<file path="config.mk">
export PLATFORM = sky130hd
export DESIGN_NAME = camera_ray_gen
export DESIGN_NICKNAME = d
export VERILOG_FILES = /design/src/rtl/camera_ray_gen.sv
export SDC_FILE = /design/constraint.sdc
export NUM_CORES = 1
export LEC_CHECK = 0
export ABC_AREA = 1
export CAP_MARGIN = 20
export CORE_MARGIN = 2
export CORE_UTILIZATION = 56
export CTS_CLUSTER_DIAMETER = 150
export DETAILED_ROUTE_END_ITERATION = 10
export PLACE_DENSITY = 0.89
export SLEW_MARGIN = 20
export SYNTH_ARGS = -nofsm -noshare
export SYNTH_HDL_FRONTEND = slang
export SYNTH_SLANG_ARGS = --single-unit
export TNS_END_PERCENT = 10
</file>
<file path="constraint.sdc">
create_clock -name sysclk -period 8.7 [get_ports sysclk]
set_input_delay 0.87 -clock sysclk [delete_from_list [all_inputs] [get_ports sysclk]]
set_output_delay 0.87 -clock sysclk [all_outputs]
set_load 0.05 [all_outputs]
</file>
<file path="src/rtl/camera_ray_gen.sv">
// Camera ray generator: walks an IMG_W x IMG_H image in raster order and emits the
// per-pixel reciprocal ray direction. Define CAMERA_RAY_GEN_STALL_CNT_EN for the stall counter.

`ifndef INFINITY_24
`define INFINITY_24 24'h7FFFFF
`endif
`ifndef NEGATIVE_INFINITY_24
`define NEGATIVE_INFINITY_24 24'h800000
`endif

package camera_ray_gen_pkg;
    typedef struct packed {
        logic [23:0] x;
        logic [23:0] y;
        logic [23:0] z;
    } vec3_t;
endpackage

module camera_ray_gen
    import camera_ray_gen_pkg::*;
#(
    parameter int unsigned IMG_W = 8,
    parameter int unsigned IMG_H = 8,
    parameter logic [23:0] FOCAL = 24'h004000
) (
    input  logic        sysclk,
    input  logic        rst,
    input  logic        start,
    input  logic        ray_ready,
    output logic        ray_valid,
    output vec3_t       ray_orig,
    output vec3_t       inv_ray_dir,
    output logic [7:0]  pix_x,
    output logic [7:0]  pix_y,
    output logic        busy,
    output logic        done,
    output logic [31:0] stall_cnt
);

    typedef enum logic [2:0] {IDLE, DIV_Z, DIV_X, DIV_Y, EMIT} state_e;

    localparam logic [4:0] LAST_STEP = 5'd24;
    localparam logic [7:0] LAST_X    = 8'(IMG_W - 1);
    localparam logic [7:0] LAST_Y    = 8'(IMG_H - 1);
    localparam logic [9:0] HALF_W    = 10'(IMG_W / 2);
    localparam logic [9:0] HALF_H    = 10'(IMG_H / 2);

    state_e      state_q, state_d;
    logic [4:0]  step_q, step_d;
    logic [23:0] rem_q;
    logic [23:0] quot_q;
    logic [23:0] inv_x_q, inv_y_q, inv_z_q;
    logic [7:0]  pix_x_q, pix_y_q;
    logic        done_q;

    logic        in_div, last_step, accept, accept_last, frame_start;
    logic [9:0]  off_x, off_y;
    logic [23:0] dir_x, dir_y, den_raw, den_mag;
    logic        den_neg, den_zero;
    logic        first_step, ge;
    logic [23:0] rem_cur, quot_cur, rem_nxt;
    logic [24:0] trial, quot_nxt;
    logic [23:0] result;

    // Reciprocal of |d| with the sign restored and out-of-range quotients clamped.
    function automatic logic [23:0] recip_result(input logic [24:0] q, input logic neg,
                                                 input logic zero);
        if (zero)
            return `INFINITY_24;
        if (q > 25'h07F_FFFF)
            return neg ? `NEGATIVE_INFINITY_24 : `INFINITY_24;
        return neg ? 24'(-q[23:0]) : q[23:0];
    endfunction

    assign in_div      = (state_q == DIV_Z) || (state_q == DIV_X) || (state_q == DIV_Y);
    assign last_step   = (step_q == LAST_STEP);
    assign accept      = (state_q == EMIT) && ray_ready;
    assign accept_last = accept && (pix_x_q == LAST_X) && (pix_y_q == LAST_Y);
    assign frame_start = (state_q == IDLE) && start;

    // Pixel offset from the image centre, scaled to Q12.12.
    assign off_x = {2'b00, pix_x_q} - HALF_W;
    assign off_y = {2'b00, pix_y_q} - HALF_H;
    assign dir_x = {{2{off_x[9]}}, off_x, 12'h000};
    assign dir_y = {{2{off_y[9]}}, off_y, 12'h000};

    // NOTE: every always_comb output gets a default first so no path can infer a latch.
    always_comb begin
        den_raw = FOCAL;
        case (state_q)
            DIV_X:   den_raw = dir_x;
            DIV_Y:   den_raw = dir_y;
            default: den_raw = FOCAL;
        endcase
    end

    assign den_neg  = den_raw[23];
    assign den_mag  = den_neg ? 24'(-den_raw) : den_raw;
    assign den_zero = (den_mag == 24'd0);

    // Restoring division of the constant 2^24: its only set bit enters on the first step.
    assign first_step = (step_q == 5'd0);
    assign rem_cur    = first_step ? 24'd0 : rem_q;
    assign quot_cur   = first_step ? 24'd0 : quot_q;
    assign trial      = {rem_cur, first_step};
    assign ge         = (trial >= {1'b0, den_mag});
    assign rem_nxt    = ge ? 24'(trial - {1'b0, den_mag}) : trial[23:0];
    assign quot_nxt   = {quot_cur, ge};
    assign result     = recip_result(quot_nxt, den_neg, den_zero);

    assign step_d = (in_div && !last_step) ? step_q + 5'd1 : 5'd0;

    always_ff @(posedge sysclk) begin
        if (rst)
            state_q <= IDLE;
        else
            state_q <= state_d;
    end

    always_comb begin
        state_d = state_q;
        case (state_q)
            IDLE:    if (start)     state_d = DIV_Z;
            DIV_Z:   if (last_step) state_d = DIV_X;
            DIV_X:   if (last_step) state_d = DIV_Y;
            DIV_Y:   if (last_step) state_d = EMIT;
            EMIT:    if (accept)    state_d = accept_last ? IDLE : DIV_X;
            default: state_d = IDLE;
        endcase
    end

    always_comb begin
        ray_valid = (state_q == EMIT);
        busy      = (state_q != IDLE);
    end

    // NOTE: sequential state uses non-blocking assignments so all registers update together.
    always_ff @(posedge sysclk) begin
        if (rst) begin
            step_q  <= 5'd0;
            rem_q   <= 24'd0;
            quot_q  <= 24'd0;
            inv_x_q <= 24'd0;
            inv_y_q <= 24'd0;
            inv_z_q <= 24'd0;
            pix_x_q <= 8'd0;
            pix_y_q <= 8'd0;
            done_q  <= 1'b0;
        end else begin
            step_q <= step_d;
            done_q <= accept_last;
            if (in_div) begin
                rem_q  <= rem_nxt;
                quot_q <= quot_nxt[23:0];
                if (last_step) begin
                    case (state_q)
                        DIV_Z:   inv_z_q <= result;
                        DIV_X:   inv_x_q <= result;
                        default: inv_y_q <= result;
                    endcase
                end
            end
            if (frame_start) begin
                pix_x_q <= 8'd0;
                pix_y_q <= 8'd0;
            end else if (accept) begin
                if (pix_x_q == LAST_X) begin
                    pix_x_q <= 8'd0;
                    pix_y_q <= (pix_y_q == LAST_Y) ? 8'd0 : pix_y_q + 8'd1;
                end else begin
                    pix_x_q <= pix_x_q + 8'd1;
                end
            end
        end
    end

`ifdef CAMERA_RAY_GEN_STALL_CNT_EN
    logic [31:0] stall_q;

    always_ff @(posedge sysclk) begin
        if (rst || frame_start)
            stall_q <= 32'd0;
        else if (ray_valid && !ray_ready && (stall_q != 32'hFFFF_FFFF))
            stall_q <= stall_q + 32'd1;
    end

    assign stall_cnt = stall_q;
`else
    assign stall_cnt = 32'd0;
`endif

    assign ray_orig    = '0;
    assign inv_ray_dir = '{x: inv_x_q, y: inv_y_q, z: inv_z_q};
    assign pix_x       = pix_x_q;
    assign pix_y       = pix_y_q;
    assign done        = done_q;

endmodule

</file>
==> run summary <==
status = complete, no violations
clock sink count = 145
Power Internal = 1.550 mW
switching part of the total = 44.42%
Slew HR = 30.28%
critical path buffer and inverter count = 5
initial antenna violation count = 0
share of layout cells above drive strength 1 = 5.417%
Hold-fix buffers, CTS = 0
Hold Path Sink = inv_z_q[23]
Reg area = 0.002903 mm2
Final Power = 2.789 mW
n_diodes = 0
delay-heaviest family, CP = simple AND/OR/NAND/NOR gates
Worst Reg-to-Reg Cells = 34
Crit path largest cell delay = 0.59 ns
Nets = 1,452
largest net degree at the start of global routing = 69
Routed WL = 22,310 um
fraction of registers with async set/reset = 0%
RSZ-0062 raised after global routing = no
Yosys reg bits = 145
Clock Pin Slew Worst Setup and Hold Paths = 0.06 ns
max_cap viols = 0
Multi-input gate area = 0.004707 mm2
combinational power share = 43.4%
post-synth top area share = 32.61%
Max FO, Critical Path = 26
Post-Syn Instances = 1,365
root buf cell = clkbuf_16
HP Start = inv_z_q[23]
crit path launch type = flip-flop
Leak Pwr = 4.891 nW
Synth area leaders = dfxtp_1 33%, nor2_1 9.8%, nand2_1 9.7%
Reg-to-Reg Start = state_q[2]
number of primary I/O pins = 199
row cnt = 46
number of fill cells = 1,353
Slowest-stage cell, CP = clkinv_1
routed len/inst = 13.47 um
sequential element share of the synthesized area = 32.61%
WHS Path Cells = 2
Overflow after GRT = 0
die area = 0.01692 mm2
reg2reg setup slack = 2.71 ns
Period Utilization, post-route = 68.86%
starting density of the core = 56.65%
max-slew violations = 0
FMAX = 166.9 MHz
Critical Path End Type = flip-flop
synthesized area per cell = 6.521 um2
Hold Path Class = flip-flop to flip-flop
Detail Placement HPWL = 15,220 um
synth cell count leaders = 233 x nor2_1, 231 x nand2_1, 167 x inv_1
setup violators final = 0
Cell Area, Synth = 0.008901 mm2
critical path class = flip-flop to flip-flop
Worst EP required = 9.03 ns
vias in the first global route = 7,515
ys flop type = dfxtp_1
Max IR drop VDD = 0.1792 mV
Max H-tree Level = 4
die height = 130.1 um
RR Endpoint = inv_x_q[20]
crit path DAT = 6.32 ns
DRT Pass-1 Iters = 6
CTS Buf Count = 17
Starting DRT DRC Count = 1,012
final core utilization = 64.40%
Core Box Area = 0.01571 mm2
# DRC = 0
Final ANT Viol Nets = 0
post-CTS sizing = 0
register share of total power = 30.1%
total number of vias = 8,725
Synth cell types = 44
Worst-Margin Slew = 1.043 ns
most frequent CP cell = nand2_1
Net Sw Power = 1.239 mW
first-pass GRT wire length = 35,820 um
Via-to-Cell Ratio = 5.269
Final Hold Fails = 0
worst skew pair latency = 0.43 ns
P&R area growth vs syn = 13.68%
port bufs = 94
top-count cell post-synth = nor2_1
Layout Skew = 0.006987 ns
pwr dens = 275.7 mW/mm2
setup TNS = 0 ns
Syn. warnings = 0
Post-synth EDFFs = 0
GR Util All Layers = 26.34%
CTS tree = done
biggest area consumer among synthesized cells = dfxtp_1
min Tclk post-route = 5.991 ns
worst hold slack = 0.4370 ns
CTS Buffer Depth = 2
clock power share = 26.5%
Final Wtd Congestion = 0.9554
die width = 130.1 um
total setup buffers inserted after CTS = 0
[power groups by stage]
stage          Clock [mW]  Sequential, mW  Combinational [mW]
2_1_floorplan           0           0.828                1.00
3_3_place_gp            0           0.846                1.13
3_5_place_dp            0           0.849                1.16
4_1_cts             0.746           0.836                1.18
5_1_grt             0.777           0.852                1.34
6_report            0.740           0.840                1.21
[placed cells by master (no fill, tap or decap), drive strengths merged, types with 3 or more instances in the layout]
master	instances
nor2	237
dfxtp	145
conb	108
xnor2	8
buf	9
inv	172
nand2	238
clkinv	7
nand3	104
ha	20
nand4	38
o21ai	104
clkdlybuf4s50	93
a211oi	3
o211ai	7
xor2	12
a21oi	67
nor3	16
or2	6
nor4	4
clkbuf	22
bufinv	3
[how the worst max path moves through the flow]
stage | from | endpoint | slack (ns) | cells after the start
after floorplan | pix_y[2] | inv_x_q[16] | 4.25 | 31
after global placement | state_q[2] | inv_x_q[20] | 3.28 | 34
after detailed placement | state_q[2] | inv_x_q[20] | 3.01 | 34
after CTS | state_q[2] | inv_x_q[20] | 2.88 | 34
after global routing | state_q[2] | inv_x_q[20] | 2.02 | 34
final | state_q[2] | inv_x_q[20] | 2.71 | 34
[metal layers]
| layer | part of all wire (%) | up-vias | global-route usage, % |
|---|---|---|---|
| li1 | - | 4259 | - |
| met1 | 43 | 3985 | 35.33 |
| met2 | 46 | 426 | 41.76 |
| met3 | 8.6 | 55 | 5.248 |
| met4 | 2.6 | 0 | 10.63 |
| met5 | 0 | - | 0 |
[state kept, by name (all words and copies together) (netlist names)]
name     count
done         1
inv_x_q     24
inv_y_q     24
inv_z_q     24
pix_x        8
pix_y        8
quot_q      24
rem_q       24
state_q      3
step_q       5
[through the flow]
| step | cells | worst slack, ns | area [um2] |
|---|---|---|---|
| CTS | 1656 | 2.879 | 10120 |
| global route | 1656 | 2.023 | 10120 |
| global placement | 1625 | 3.275 | 9530 |
| floorplan | 1471 | 4.254 | 9299 |
| finish | 1656 | 2.709 | 10120 |
| detailed placement | 1625 | 3.015 | 9530 |
[final cells by class]
class | count | area share, %
clock buffers | 22 | 4.489
clock inverters | 9 | 1.323
inverters | 174 | 6.467
multi-input cells | 988 | 46.52
flip-flops and latches | 145 | 28.69
well taps | 216 | 2.671
repair buffers | 102 | 9.843
[cell families after synthesis]
group	count (synthesis)	synth area share, %
compound gates	192	11.61
xor+xnor	20	1.968
fa+ha+maj	20	2.811
buf+inv	338	19.31
flops	145	32.61
other cells	2	0.08437
simple gates	648	31.60
[worst reg2reg max path: cells and delay by family (launching register included)]
family                     cells  cell delay, ns
adders and majority gates      3            0.94
AOI/OAI and AO/OA              1            0.17
buffers and inverters          5            1.12
and+or+nand+nor               25            3.24
DFF                            1            0.44
(Power assumes the default switching activity.)
